**src/rtl/alu_muldiv.sv**
```systemverilog
// Iterative MIPS32-style multiply/divide unit holding the HI/LO pair (shift-add multiply,
// restoring divide on magnitudes). Define ALU_MULDIV_DIV_EN to build the divider datapath.
module alu_muldiv #(
  parameter int WIDTH = 32
) (
  input  logic             clk,
  input  logic             rst_n,
  input  logic             start,
  input  logic [1:0]       op,
  input  logic [WIDTH-1:0] a,
  input  logic [WIDTH-1:0] b,
  input  logic             wr_hi,
  input  logic             wr_lo,
  input  logic [WIDTH-1:0] wdata,
  output logic             busy,
  output logic             done,
  output logic             div_by_zero,
  output logic [WIDTH-1:0] hi,
  output logic [WIDTH-1:0] lo
);

  localparam int CW = $clog2(WIDTH + 1);

  typedef enum logic [1:0] {IDLE, CALC, FIX} state_t;

  state_t             state;
  logic               div_q;
  logic               sign_a;
  logic               sign_b;
  logic [WIDTH-1:0]   mag_a;
  logic [2*WIDTH:0]   acc;
  logic [CW-1:0]      cnt;

  logic               is_signed;
  logic [WIDTH-1:0]   a_mag;
  logic [WIDTH-1:0]   b_mag;
  logic [WIDTH:0]     mul_sum;
  logic [2*WIDTH:0]   mul_next;
  logic [2*WIDTH-1:0] prod;
  logic [2*WIDTH-1:0] prod_fix;

  // Negating the most negative value wraps to 2^(WIDTH-1), which reads correctly as unsigned.
  assign is_signed = ~op[0];
  assign a_mag     = (is_signed && a[WIDTH-1]) ? -a : a;
  assign b_mag     = (is_signed && b[WIDTH-1]) ? -b : b;

  // Upper half of acc is the running partial product (with carry bit), lower half the multiplier.
  assign mul_sum  = acc[2*WIDTH:WIDTH] + {1'b0, mag_a};
  assign mul_next = acc[0] ? ({mul_sum, acc[WIDTH-1:0]} >> 1) : (acc >> 1);
  assign prod     = acc[2*WIDTH-1:0];
  assign prod_fix = (sign_a ^ sign_b) ? -prod : prod;

`ifdef ALU_MULDIV_DIV_EN
  logic [WIDTH-1:0] mag_b;
  logic [WIDTH:0]   div_shift;
  logic [WIDTH+1:0] div_diff;
  logic             div_ge;
  logic [2*WIDTH:0] div_next;
  logic [WIDTH-1:0] quot;
  logic [WIDTH-1:0] rem;
  logic [WIDTH-1:0] quot_fix;
  logic [WIDTH-1:0] rem_fix;
  logic [WIDTH-1:0] orig_a;

  // For divide, acc holds {remainder, dividend/quotient shift register}.
  assign div_shift = {acc[2*WIDTH-1:WIDTH], acc[WIDTH-1]};
  assign div_diff  = {1'b0, div_shift} - {2'b00, mag_b};
  assign div_ge    = ~div_diff[WIDTH+1];
  assign div_next  = {(div_ge ? div_diff[WIDTH:0] : div_shift), acc[WIDTH-2:0], div_ge};
  assign quot      = acc[WIDTH-1:0];
  assign rem       = acc[2*WIDTH-1:WIDTH];
  assign quot_fix  = (sign_a ^ sign_b) ? -quot : quot;
  assign rem_fix   = sign_a ? -rem : rem;
  assign orig_a    = sign_a ? -mag_a : mag_a;
`endif

  always_ff @(posedge clk or negedge rst_n) begin
    if (!rst_n) begin
      state       <= IDLE;
      busy        <= 1'b0;
      done        <= 1'b0;
      div_by_zero <= 1'b0;
      hi          <= '0;
      lo          <= '0;
      div_q       <= 1'b0;
      sign_a      <= 1'b0;
      sign_b      <= 1'b0;
      mag_a       <= '0;
      acc         <= '0;
      cnt         <= '0;
`ifdef ALU_MULDIV_DIV_EN
      mag_b       <= '0;
`endif
    end else begin
      done        <= 1'b0;
      div_by_zero <= 1'b0;

      if (!busy) begin
        if (wr_hi) hi <= wdata;
        if (wr_lo) lo <= wdata;
      end

      case (state)
        IDLE: begin
          if (start) begin
            div_q  <= op[1];
            mag_a  <= a_mag;
            sign_a <= is_signed & a[WIDTH-1];
            sign_b <= is_signed & b[WIDTH-1];
            cnt    <= '0;
            acc    <= {{(WIDTH+1){1'b0}}, (op[1] ? a_mag : b_mag)};
            busy   <= 1'b1;
`ifdef ALU_MULDIV_DIV_EN
            mag_b  <= b_mag;
            state  <= CALC;
`else
            state  <= op[1] ? FIX : CALC;
`endif
          end
        end

        CALC: begin
`ifdef ALU_MULDIV_DIV_EN
          acc <= div_q ? div_next : mul_next;
`else
          acc <= mul_next;
`endif
          cnt <= cnt + CW'(1);
          if (cnt == CW'(WIDTH - 1)) state <= FIX;
        end

        FIX: begin
          state <= IDLE;
          busy  <= 1'b0;
          done  <= 1'b1;
          if (!div_q) begin
            {hi, lo} <= prod_fix;
          end
`ifdef ALU_MULDIV_DIV_EN
          else if (mag_b == '0) begin
            hi          <= orig_a;
            lo          <= '1;
            div_by_zero <= 1'b1;
          end else begin
            hi <= rem_fix;
            lo <= quot_fix;
          end
`endif
        end

        default: state <= IDLE;
      endcase
    end
  end

endmodule
```
**config.mk**
```make
export PLATFORM = sky130hd
export DESIGN_NAME = alu_muldiv
export DESIGN_NICKNAME = d
export VERILOG_FILES = /design/src/rtl/alu_muldiv.sv
export SDC_FILE = /design/constraint.sdc
export NUM_CORES = 1
export LEC_CHECK = 0
export CELL_PAD_IN_SITES_DETAIL_PLACEMENT = 1
export CELL_PAD_IN_SITES_GLOBAL_PLACEMENT = 1
export CORE_MARGIN = 3
export CORE_UTILIZATION = 23
export DETAILED_ROUTE_END_ITERATION = 6
export PLACE_DENSITY = 0.51
export RECOVER_POWER = 25
export SYNTH_ARGS = -nofsm -noshare
export SYNTH_HDL_FRONTEND = slang
export SYNTH_SLANG_ARGS = --single-unit
```
**constraint.sdc**
```tcl
create_clock -name clk -period 3.2 [get_ports clk]
set_clock_uncertainty 0.15 [all_clocks]
set_input_delay 0.32 -clock clk [delete_from_list [all_inputs] [get_ports clk]]
set_output_delay 0.32 -clock clk [all_outputs]
set_load 0.01 [all_outputs]
```
==> impl_metrics.ini, run 1 <==
[power]
p_leak_uw = 0.006349
swShare_pct = 46.12
clkPwrFrac_pct = 14.0
p_int_uw = 8282
switching_power_uw = 7090
ir_worst_vdd_uv = 452.7
power_density_nw_per_um2 = 984.0
pwr-share-comb_pct = 58.9
seqPwrFrac_pct = 27.1
power.total_uw = 15370

[clocking]
post_cts_buffers = 0
root_buffer = clkbuf_16
cts_max_path_buffers = 2
numCtsBuffers = 17
worstSkewPairLatency_ns = 0.46
cts_tree = done
numClockSinks = 173
clk_pin_slew_ns = 0.07
cts_htree_levels = 4

[final_layout]
syn2layout_area_growth_pct = 30.99
fillers = 5932
layout.nets = 1747
drive_above_1_share_pct = 10.62
antenna_cells = 0

[min_path]
worst_hold_startpoint = mag_a[9]$_DFFE_PN0P_
hp-class = reg2reg

[synth]
netlist_instances = 1396
synth_area_um2 = 11930
ys_warn_count = 0
synth_nets = 1536
yosysSeqAreaShare_pct = 36.30
post-synth-top-count-cell = dfrtp_1
synthArstFlopShare_pct = 100.0
yosysTopAreaCell = dfrtp_1
synthTopCellsByArea = dfrtp_1 (36%), xnor2_1 (6.4%), nand2_1 (5.3%), mux2i_1 (5.0%), xor2_1 (4.6%)
syn_avg_cell_area_um2 = 8.542
synth_common_cells = dfrtp_1 (173), nand2_1 (169), o21ai_1 (96)
synth_top_area_share_pct = 36.30
synth_edf_count = 0
ys_seq_elements = 173
synth_cell_types = 73
ys.flop_type = dfrtp_1

[worst_setup_path]
crit_type = reg2reg
cp-start-kind = flip-flop
path_buf_inv = 1
startpoint = acc[0]$_DFFE_PN0P_
crit_slowest_cell = or4b_1
crit_chain = clkinv_1 -> ha_1 -> or4b_1 -> nand4b_2 -> nor2_2 -> nand3_2 -> o31ai_1 -> xnor2_1 -> nand2_1 -> o21ai_1
endpoint_kind = flip-flop
critPathMaxFanout = 6
cpPeakStageDelay_ns = 0.59
critical_path_required_ns = 3.44
worstPathArrival_ns = 3.28
worstReg2RegStart = acc[0]$_DFFE_PN0P_
path_delay_family = simple AND/OR/NAND/NOR gates

[detailed_routing]
wl_um = 46550
ant_nets = 0
drc_errors = 0
num_vias = 11150
routed_via_density = 4.865
dr.pass1.iters = 5
avgRoutedWirePerCell_um = 20.31
drt-initial-drc-count = 554

[global_routing]
overflow = 0
gr-usage-met3_pct = 2.415
grt.met1_usage_pct = 25.70
track_usage_pct = 17.14
grt_busiest_layer = met1
antenna_found_initial = 0
grt_pass1_wl_um = 71710
grt_max_degree = 81
grt_pass1_vias = 11690
gr-usage-met2_pct = 25.68

[die]
ioPinCount = 170
rows = 82
initial_core_util_pct = 23.53
die_w_um = 233.7
design.core.area_um2 = 50680
die_area_um2 = 54620
die_h_um = 233.7

[sta]
final_hold_viol_count = 0
fmax_mhz = 328.7
worst_slew_pin_slew_ns = 1.219
maxSlewViolCount = 0
rsz0062_at_grt = no
slew_headroom_pct = 18.75
period_needed_ns = 3.042
fin_ws_ns = 0.1576
setup_viol = 0
fin_crit_sh_pct = 95.08

[place]
port_buffers = 168
gp_congestion = 0.8410
pre_cts_ws_ns = -0.02439
dpl.hpwl_um = 37570

[run_status]
status = completed

[flow_run]
maxCapViolations = 0
-- placed cells by master, fill, tap and decap left out, types with 60 or more instances in the layout --
master           Yosys  layout
nand2_1            169     169
dfrtp_1            173     173
o21ai_1             96      96
a21oi_1             93      93
clkdlybuf4s50_1      0     167
o21ai_0             95      95
buf_4                1     103
xnor2_1             87      86
nor2_1              91      90
mux2i_1             60      60
xor2_1              63      62
-- cell families (layout without fill, tap and decap cells) --
family                     after synthesis  in the layout  synth area share [%]
muxes                                   63             63                 5.319
AOI/OAI and AO/OA                      445            445                 22.60
xor gates and xnor gates               150            150                 11.02
and+or+nand+nor                        421            421                 17.41
adders and majority gates               37             37                 3.945
DFF                                    173            173                 36.30
buffers and inverters                  106            330                 3.378
other                                    1              1               0.03145
-- flip-flops by register name, indices dropped and copies added, names as in the netlist --
register / count
mag_a: 32
sign_a: 1
sign_b: 1
done: 1
div_q: 1
state: 2
hi: 32
busy: 1
acc: 64
lo: 32
cnt: 6
-- stage by stage --
step | instance area [um2] | TNS, ns | std cells | hold slack [ns] | utilization [%]
after CTS | 15650 | 0 | 2292 | 0.2136 | 30.88
after detailed placement | 15050 | -0.02439 | 2259 | 0.1349 | 29.70
after global placement | 15050 | 0 | 2259 | 0.1381 | 29.70
after floorplan | 11930 | 0 | 1396 | -0.1256 | -
after global routing | 15620 | 0 | 2292 | 0.3786 | 30.82
final | 15620 | 0 | 2292 | 0.3465 | 30.82
-- power by group through the flow --
stage                     Clock [uW]  Combinational [uW]  Sequential, uW
after global routing            2300               10000            4330
final                           2160                9050            4170
after CTS                       2230                9120            4170
after floorplan                    0                5220            4110
after detailed placement           0                9100            4210
after global placement             0                8990            4190
-- final timing paths --
path,endpoint,slack [ns],cells past startpoint
max,hi[2]$_DFF_PN0_,0.16,10
min reg2reg,mag_a[9]$_DFFE_PN0P_,0.35,2
max reg2reg,hi[2]$_DFF_PN0_,0.16,10
max in group asynchronous,acc[23]$_DFFE_PN0P_,0.50,3
min in group asynchronous,hi[3]$_DFF_PN0_,0.49,2
min,mag_a[9]$_DFFE_PN0P_,0.35,2
-- worst min-delay path: cells and delay by family, from the launching register on --
kind,cells,cell delay [ns]
AOI/OAI and AO/OA,1,0.06
DFF,1,0.35
and+or+nand+nor,1,0.05
-- per-layer routing --
layer  up-vias  part of all wire [%]  routed length (um)
li1       5461                     -                   -
met1      5437                    53               24640
met2       221                    42               19560
met3        31                   3.6                1665
met4         0                   1.5                 681
met5         -                     0                   0
-- layout make-up --
cell class | count | area [um2] | area share (%)
multi-input cells | 1117 | 7236 | 46.32
flip-flops and latches | 173 | 4329 | 27.71
clock buffers | 18 | 429.2 | 2.747
inverters | 20 | 75.07 | 0.4806
repair buffers | 278 | 2552 | 16.34
well taps | 672 | 840.8 | 5.382
clock inverters | 14 | 158.9 | 1.017
-- what timing repair did --
item / in CTS / in global routing
resized for setup: 0 / 1
hold buffers: 1 / 0
endpoints found under the hold margin: 43 / 0
setup endpoints to repair: 0 / 1
Note: power is estimated with default switching activity, not from simulation.
==> run 2, diff against run 1 <==
Clock period 3.2 ns to 3.24 ns, I/O delays scaled along.
==> impl_metrics.ini, run 2 (synthesis gave the netlist of run 1 again) <==
[run_status]
status = finished with violations
failed_checks = capacitance limit, slew limit

[detailed_routing]
avgRoutedWirePerCell_um = 20.45
num_vias = 11040
wl_um = 46850
ant_nets = 0
drc_errors = 0
dr.pass1.iters = 5
routed_via_density = 4.817
drt-initial-drc-count = 465

[worst_setup_path]
worstPathArrival_ns = 3.22
crit_chain = nor3_1 -> and3_1 -> nand4_2 -> or3_1 -> or3_1 -> o21ai_1 -> xor2_1 -> a21oi_1
critPathMaxFanout = 5
critical_path_required_ns = 3.42
cpPeakStageDelay_ns = 0.61
cp-start-kind = flip-flop
endpoint_kind = flip-flop
crit_type = reg2reg
cpMostUsedCell = or3_1
crit_slowest_cell = nor3_1

[final_layout]
multi_input_area_um2 = 7237
fin_area_um2 = 15630
fillers = 5945
layout.nets = 1746
antenna_cells = 0
layout_common_cells = dfrtp_1 (173), nand2_1 (169), clkdlybuf4s50_1 (167)
ff_latch_area_um2 = 4329
layout_commonest_cell = dfrtp_1
syn2layout_area_growth_pct = 31.06
drive_above_1_share_pct = 10.62
largest_reg_flops = 64
regMostFlops = acc

[place]
dpl-instance-area_um2 = 15020
port_buffers = 168
gp_congestion = 0.8132
dpl.hpwl_um = 38080

[clocking]
cts_max_path_buffers = 2
numCtsBuffers = 17
root_buffer = clkbuf_16
cts_htree_levels = 4
cts_tree = done
worstSkewPairLatency_ns = 0.45
numClockSinks = 173
clk_pin_slew_ns = 0.07
post_cts_buffers = 0

[global_routing]
grt.met1_usage_pct = 25.71
grt_pass1_wl_um = 71530
overflow = 0
grt_busiest_layer = met2
track_usage_pct = 17.12
antenna_found_initial = 0
gr-usage-met2_pct = 26.28
gr-usage-met3_pct = 1.780
grt_max_degree = 57
grt_pass1_vias = 11650

[sta]
fin_crit_sh_pct = 94.09
rsz0062_at_grt = no
maxSlewViolCount = 57
fin_tns_setup_ns = 0
setup_viol = 0
period_needed_ns = 3.049
slew_headroom_pct = -2.963
final_hold_viol_count = 0
worst_slew_pin_slew_ns = 1.544
fmax_mhz = 328.0

[power]
power_density_nw_per_um2 = 974.8
power.total_uw = 15230
seqPwrFrac_pct = 26.8
switching_power_uw = 6983
ir_worst_vdd_uv = 448.6
pwr-share-comb_pct = 58.8
p_leak_uw = 0.006364
swShare_pct = 45.84
clkPwrFrac_pct = 14.4
p_int_uw = 8251

[die]
ioPinCount = 170
die_area_um2 = 54620
die_h_um = 233.7
design.core.area_um2 = 50680
initial_core_util_pct = 23.53
rows = 82
die_w_um = 233.7

[min_path]
hp-class = reg2reg

[flow_run]
maxCapViolations = 1
run 2: cell count changes in the layout (fill, tap and decap cells not counted), sizes merged:
cell / previous run / this run
clkinvlp: 5 / 3
buf: 108 / 107
inv: 23 / 22
clkbuf: 20 / 23
run 2: area by class of cell:
class	instances	share of cell area (%)
well taps	672	5.380
clock buffers	21	3.074
flip-flops and latches	173	27.70
multi-input cells	1117	46.31
repair buffers	277	16.22
clock inverters	11	0.8406
inverters	20	0.4803
run 2: worst paths after layout:
check	startpoint	endpoint	slack, ns	cells after the start
setup / recovery	acc[14]$_DFFE_PN0P_	hi[29]$_DFF_PN0_	0.19	8
hold / removal	cnt[5]$_DFFE_PN0P_	cnt[5]$_DFFE_PN0P_	0.34	1
setup reg to reg	acc[14]$_DFFE_PN0P_	hi[29]$_DFF_PN0_	0.19	8
hold reg to reg	cnt[5]$_DFFE_PN0P_	cnt[5]$_DFFE_PN0P_	0.34	1
max in group asynchronous	rst_n	hi[28]$_DFF_PN0_	0.73	3
min in group asynchronous	rst_n	hi[2]$_DFF_PN0_	0.65	2
run 2: per-stage QoR:
step           hold slack [ns]  instances  util (%)  worst slack [ns]
2_1_floorplan          -0.1216       1396         -            0.5229
3_3_place_gp            0.1951       2258     29.63          -0.01404
3_5_place_dp            0.2020       2258     29.63           0.05449
4_1_cts                 0.2923       2291     30.86           0.08655
5_1_grt                 0.3562       2291     30.84           0.03853
6_report                0.3400       2291     30.84            0.1913
run 2: metal layers:
metal	vias to the layer above	wire length, um
met1	5368	24720
met4	0	516
met3	23	1490
met2	189	20120
met5	-	0
li1	5455	-
run 2: worst max-delay path: cells and delay by family (launching register included):
| family | cells | cell delay [ns] |
|---|---|---|
| and+or+nand+nor | 5 | 1.92 |
| DFF | 1 | 0.39 |
| xor gates and xnor gates | 1 | 0.19 |
| AOI/OAI and AO/OA | 2 | 0.27 |
run 2: power by group through the flow:
stage	Sequential (uW)	Combinational, uW	Clock [uW]
after floorplan	4060	5150	0
after global placement	4090	8910	0
after detailed placement	4120	9020	0
after CTS	4080	9050	2260
after global routing	4210	9920	2340
final	4080	8960	2190
run 2: repair_timing:
item                                    4_1_cts  5_1_grt
gates resized for setup                       0        1
endpoints found under the setup margin        0        3
hold buffers                                  1        0
endpoints found under the hold margin        52        0
==> edit 1, RTL diff (settings of run 2) <==
Add a define of `ALU_MULDIV_DIV_EN`.
--- a/src/rtl/alu_muldiv.sv
+++ b/src/rtl/alu_muldiv.sv
@@ -2,2 +2,4 @@
 // restoring divide on magnitudes). Define ALU_MULDIV_DIV_EN to build the divider datapath.
+`define ALU_MULDIV_DIV_EN
+
 module alu_muldiv #(
Check against the original RTL: not equivalent (Yosys sat finds a counterexample within 4 cycles, from zero or initial values and one cycle with rst_n low).
==> edit 1 against run 2 <==
The flow finishes with violations (max-capacitance violations, max-slew violations, negative setup slack); cell area rose by 62%; setup slack worse by 0.25 ns; synthesized area rose by 50%; sequential cell count rose by 34; via count up 71%; wire length increased by 89%; first-iteration DRC count increased by 150%; critical path depth up 6; power rose by 110%; critical endpoint is now acc[50]; largest cell class unchanged; highest routed layer unchanged.
==> edit 1: results (changes against run 2) <==
The layout net count was 2875 (was 1746). The minimum setup slack in the final design came out at -0.06039 ns (was 0.1913 ns). The worst reg-to-reg path cell count is 14 (was 8). The wire length of the first global-routing pass is 130000 um (was 71530 um). The critical path arrival came to 3.60 ns (was 3.22 ns).

The largest buffer count on any clock path came to 3 (was 2). The max-cap violation count was 1 (unchanged). The setup violation total in the final timing report is 1 (was 0). Ranking of synthesized cells by instance count: sky130_fd_sc_hd__nand2_1, sky130_fd_sc_hd__o21ai_0, sky130_fd_sc_hd__dfrtp_1, sky130_fd_sc_hd__a21oi_1, sky130_fd_sc_hd__nor2_1 (was sky130_fd_sc_hd__dfrtp_1, sky130_fd_sc_hd__nand2_1, sky130_fd_sc_hd__o21ai_1, sky130_fd_sc_hd__o21ai_0, sky130_fd_sc_hd__a21oi_1). The sum of negative setup slack is -0.06039 ns (was 0 ns). The type of the tightest min-delay check is in2reg (was reg2reg). The area of placed instances came out at 0.02330 mm2 (was 0.01502 mm2).

The share of cell area taken by muxes after synthesis is 0.05964 (was 0.05319). The maximum net fanout on the critical path is 2 (was 5). The worst-skew pair later-pin latency is 0.61 ns (was 0.45 ns). The cell class contributing the biggest share of worst-path delay is compound AO/OA/AOI/OAI gates (was simple AND/OR/NAND/NOR gates).

The count of final max-slew check failures came to 40 (was 57). The unique cell type count in the Yosys netlist came to 92 (was 73). The proportion of total power due to net switching came to 0.4827 (was 0.4584). Result of the run: finished, violations left (unchanged). The port buffer count was 169 (was 168). Violated checks: max-capacitance violations, max-slew violations, negative setup slack (was max-capacitance violations, max-slew violations). The count of cells along the worst hold path came out at 3 (was 1). Synth top area cells: sky130_fd_sc_hd__dfrtp_1, sky130_fd_sc_hd__nand2_1, sky130_fd_sc_hd__o21ai_0, sky130_fd_sc_hd__xnor2_1, sky130_fd_sc_hd__mux2i_1 (was sky130_fd_sc_hd__dfrtp_1, sky130_fd_sc_hd__xnor2_1, sky130_fd_sc_hd__nand2_1, sky130_fd_sc_hd__mux2i_1, sky130_fd_sc_hd__xor2_1). The routed length on met2 came out at 41070 um (was 20120 um). The number of global-route vias before repair came out at 19920 (was 11650). The minimum setup slack after placement came out at -0.4219 ns (was 0.05449 ns). The number of buffers created by CTS was 28 (was 17). The maximum number of pins on one net before global-route repair came out at 65 (was 57).

The delay of the slowest critical-path stage was 0.39 ns (was 0.61 ns). The relative slew slack is -0.5169 (was -0.02963). The fraction of met3 tracks used by global routing is 0.01852 (was 0.01780). The average vias per placed instance came out at 5.027 (was 4.817). The xor/xnor cell area share of the yosys netlist came out at 0.1119 (was 0.1102).

The final wirelength came out at 88390 um (was 46850 um). The proportion of synthesized chip area in sequential cells was 0.2902 (was 0.3630).
==> edit 1: path summary, 6_finish.rpt <==
path,from,to,slack (ns)
max in group asynchronous,rst_n,div_q,0.42
min in group asynchronous,rst_n,lo[12],0.91
min reg2reg,cnt[5],cnt[5],0.35
max,acc[31],acc[50],-0.06
max reg2reg,acc[31],acc[50],-0.06
min,wdata[0],lo[0],0.24
==> edit 1: power groups by stage <==
stage	clock network (mW)	registers [mW]	logic [mW]
floorplan	0	4.73	12.1
global placement	0	5.14	20.2
detailed placement	0	5.18	20.5
CTS	3.53	5.14	21.4
global route	3.62	5.31	24.7
finish	3.46	5.20	22.7
==> edit 1: repair_timing <==
item / CTS / global route
gates resized for setup: 62 / 126
gates cloned: 1 / 2
setup buffers: 12 / 16
hold buffers: 1 / 0
endpoints found under the setup margin: 43 / 54
hold endpoints to repair: 207 / 0
pin swaps: 29 / 54
==> edit 1: final cells by class <==
| class | instances | area (um2) |
|---|---|---|
| Fill cell | 8919 | 51060 |
| Sequential cell | 207 | 5197 |
| Inverter | 67 | 254.0 |
| Clock buffer | 42 | 843.3 |
| Clock inverter | 8 | 170.2 |
| Antenna cell | 1 | 2.502 |
| Multi-Input combinational cell | 1806 | 12570 |
| Tap cell | 1030 | 1289 |
| Timing Repair Buffer | 590 | 5065 |
==> edit 1: metrics by stage <==
step / hold WS, ns / util / cells
after floorplan: -0.1216 / - / 2240
after global placement: 0.1029 / 0.3048 / 3672
after detailed placement: 0.1062 / 0.3048 / 3672
after CTS: 0.06219 / 0.3232 / 3736
after global routing: 0.2737 / 0.3321 / 3750
final: 0.2429 / 0.3321 / 3751
==> edit 2, RTL diff (config.mk and constraints of run 2) <==
Without the edit above. Add an input register stage for `wdata`, cleared by the reset; this delays it by one clock. The other inputs are not delayed to match.
--- a/src/rtl/alu_muldiv.sv
+++ b/src/rtl/alu_muldiv.sv
@@ -24,2 +24,12 @@
   typedef enum logic [1:0] {IDLE, CALC, FIX} state_t;
+
+  logic [WIDTH-1:0] wdata_q;
+
+  always_ff @(posedge clk or negedge rst_n) begin
+    if (!rst_n) begin
+      wdata_q <= '0;
+    end else begin
+      wdata_q <= wdata;
+    end
+  end
 
@@ -98,4 +108,4 @@
       if (!busy) begin
-        if (wr_hi) hi <= wdata;
-        if (wr_lo) lo <= wdata;
+        if (wr_hi) hi <= wdata_q;
+        if (wr_lo) lo <= wdata_q;
       end
Check against the original RTL: not equivalent (Yosys sat finds a counterexample within 4 cycles, from zero or initial values and one cycle with rst_n low).
==> edit 2 against run 2 <==
The run still ends with max-capacitance violations, max-slew violations left; synthesized area grew 7.9%; sequential cell count grew 32; wire length grew 13%; sequential share of layout area grew 1.8 points; setup slack lost 0.0066 ns; power grew 14%; fmax shrank 0.22%; critical path depth is the same; cell area grew 11%; largest cell class unchanged; largest power group unchanged; highest routed layer unchanged.
==> edit 2: results (changes against run 2) <==
The layout net count came out at 1877 (was 1746). The maximum number of pins on one net before global-route repair was 58 (was 57). Synth top area cells: sky130_fd_sc_hd__dfrtp_1, sky130_fd_sc_hd__o21ai_0, sky130_fd_sc_hd__xnor2_1, sky130_fd_sc_hd__nand2_1, sky130_fd_sc_hd__mux2i_1 (was sky130_fd_sc_hd__dfrtp_1, sky130_fd_sc_hd__xnor2_1, sky130_fd_sc_hd__nand2_1, sky130_fd_sc_hd__mux2i_1, sky130_fd_sc_hd__xor2_1).

The average vias per placed instance came out at 4.857 (was 4.817). The deepest level of the CTS H-tree came to 1 (was 4). The post-detailed-placement half-perimeter wirelength came to 42860 um (was 38080 um). The placer's final routability congestion estimate is 0.8500 (was 0.8132).

The area of placed instances was 0.01648 mm2 (was 0.01502 mm2). The number of buffers created by CTS is 25 (was 17). The number of iterations in the first detailed-routing pass came out at 6 (was 5). The cell with the largest stage delay on the worst path is sky130_fd_sc_hd__or4_4 (was sky130_fd_sc_hd__nor3_1). The relative slew slack is -0.07240 (was -0.02963). The maximum net fanout on the critical path came out at 3 (was 5).

The root buffer cell is sky130_fd_sc_hd__clkbuf_16 (unchanged). The critical path arrival came out at 3.35 ns (was 3.22 ns). The number of global-route vias before repair came out at 12800 (was 11650).

Result of the run: finished, violations left (unchanged). The final-layout fill cell count came out at 6415 (was 5945). The proportion of total power due to net switching is 0.4536 (was 0.4584). The final wirelength is 53140 um (was 46850 um). The number of antenna violations at the first check in global routing came out at 1 (was 0).

The count of final max-slew check failures came out at 56 (was 57). The unique cell type count in the Yosys netlist is 70 (was 73). The global routing usage summed across all routing layers was 0.1779 (was 0.1712). The delay of the slowest critical-path stage is 0.48 ns (was 0.61 ns). The wire length of the first global-routing pass is 81740 um (was 71530 um).

The largest buffer count on any clock path is 3 (was 2). The leakage power came out at 7.256 nW (was 6.364 nW). The violation count after the first detailed-routing iteration is 663 (was 465). Ranking of synthesized cells by instance count: sky130_fd_sc_hd__dfrtp_1, sky130_fd_sc_hd__o21ai_0, sky130_fd_sc_hd__nand2_1, sky130_fd_sc_hd__a21oi_1, sky130_fd_sc_hd__nor2_1 (was sky130_fd_sc_hd__dfrtp_1, sky130_fd_sc_hd__nand2_1, sky130_fd_sc_hd__o21ai_1, sky130_fd_sc_hd__o21ai_0, sky130_fd_sc_hd__a21oi_1). The max-cap violation count was 1 (unchanged). Violated checks: max-capacitance violations, max-slew violations (unchanged). The worst-skew pair later-pin latency is 0.56 ns (was 0.45 ns).

The type of the tightest min-delay check is in2reg (was reg2reg). The number of diodes added for antenna fixing is 0 (unchanged). The layout-stage area growth over the synthesis result is 35.14% (was 31.06%). The worst reg-to-reg path cell count came out at 8 (unchanged). The fraction of final layout cells sized beyond drive strength 1 is 0.1356 (was 0.1062). The count of cells along the worst hold path is 3 (was 1). The peak ir drop on the vdd network is 0.4244 mV (was 0.4486 mV). The proportion of synthesized chip area in sequential cells was 0.3988 (was 0.3630). The synthesized net count came out at 1604 (was 1536). The minimum setup slack after placement came out at -0.03151 ns (was 0.05449 ns).
-- edit 2: path summary, 6_finish.rpt --
path | start | end | slack [ns]
max reg2reg | acc[12] | lo[31] | 0.18
max in group asynchronous | rst_n | mag_a[14] | 0.71
max | acc[12] | lo[31] | 0.18
min in group asynchronous | rst_n | wdata_q[13] | 0.57
min | op[1] | div_q | 0.11
min reg2reg | cnt[5] | cnt[5] | 0.34
-- edit 2: layout make-up --
type | instances | area share
clock buffer | 34 | 0.04081
clock inverter | 11 | 0.007197
inverter | 29 | 0.006262
multi-input combinational | 1148 | 0.4271
sequential | 205 | 0.2951
tap | 748 | 0.05384
timing repair buffer | 328 | 0.1697
-- edit 2: repair_timing --
action | in CTS | in global routing
endpoints found under the setup margin | 1 | 6
hold endpoints to repair | 52 | 0
gates cloned | 0 | 0
resized for setup | 1 | 12
pin swaps | 0 | 3
hold buffers | 1 | 0
-- edit 2: per-stage QoR --
| step | TNS [ns] | power (mW) | instances | hold slack [ns] |
|---|---|---|---|---|
| floorplan | 0 | 9.793 | 1464 | -0.1216 |
| global placement | -0.01381 | 14.36 | 2457 | 0.2050 |
| detailed placement | -0.08581 | 14.46 | 2457 | 0.2048 |
| CTS | 0 | 17.42 | 2503 | 0.01348 |
| global route | 0 | 18.66 | 2503 | 0.1347 |
| finish | 0 | 17.30 | 2503 | 0.1141 |
-- edit 2: worst min-delay path, cell delays in order --
cell	delay, ns
sky130_fd_sc_hd__buf_2	0.25
sky130_fd_sc_hd__nand2_1	0.15
sky130_fd_sc_hd__nand2_1	0.06
-- edit 2: power groups by stage --
stage | clock (mW) | sequential [mW] | combinational (mW)
global route | 3.05 | 4.71 | 10.9
global placement | 0 | 4.59 | 9.76
detailed placement | 0 | 4.62 | 9.84
finish | 2.86 | 4.58 | 9.86
CTS | 2.95 | 4.58 | 9.88
floorplan | 0 | 4.48 | 5.31
-- edit 2: metal layers --
layer	track usage	up-vias	wire, um
li1	-	5836	-
met1	0.2610	6031	26690
met2	0.2843	249	23630
met3	0.02081	41	2179
met4	0.02917	0	640
met5	0	-	0
-- edit 2: cell families (layout without fill, tap and decap cells) --
kind of cell,count (synthesis),after routing,share of synthesized area
compound gates,462,462,0.2181
other cells,1,1,0.0002915
xor+xnor,146,146,0.09941
mux,67,67,0.05282
buf+inv,111,402,0.03278
simple gates,435,435,0.1613
flops,205,205,0.3988
fa+ha+maj,37,37,0.03657
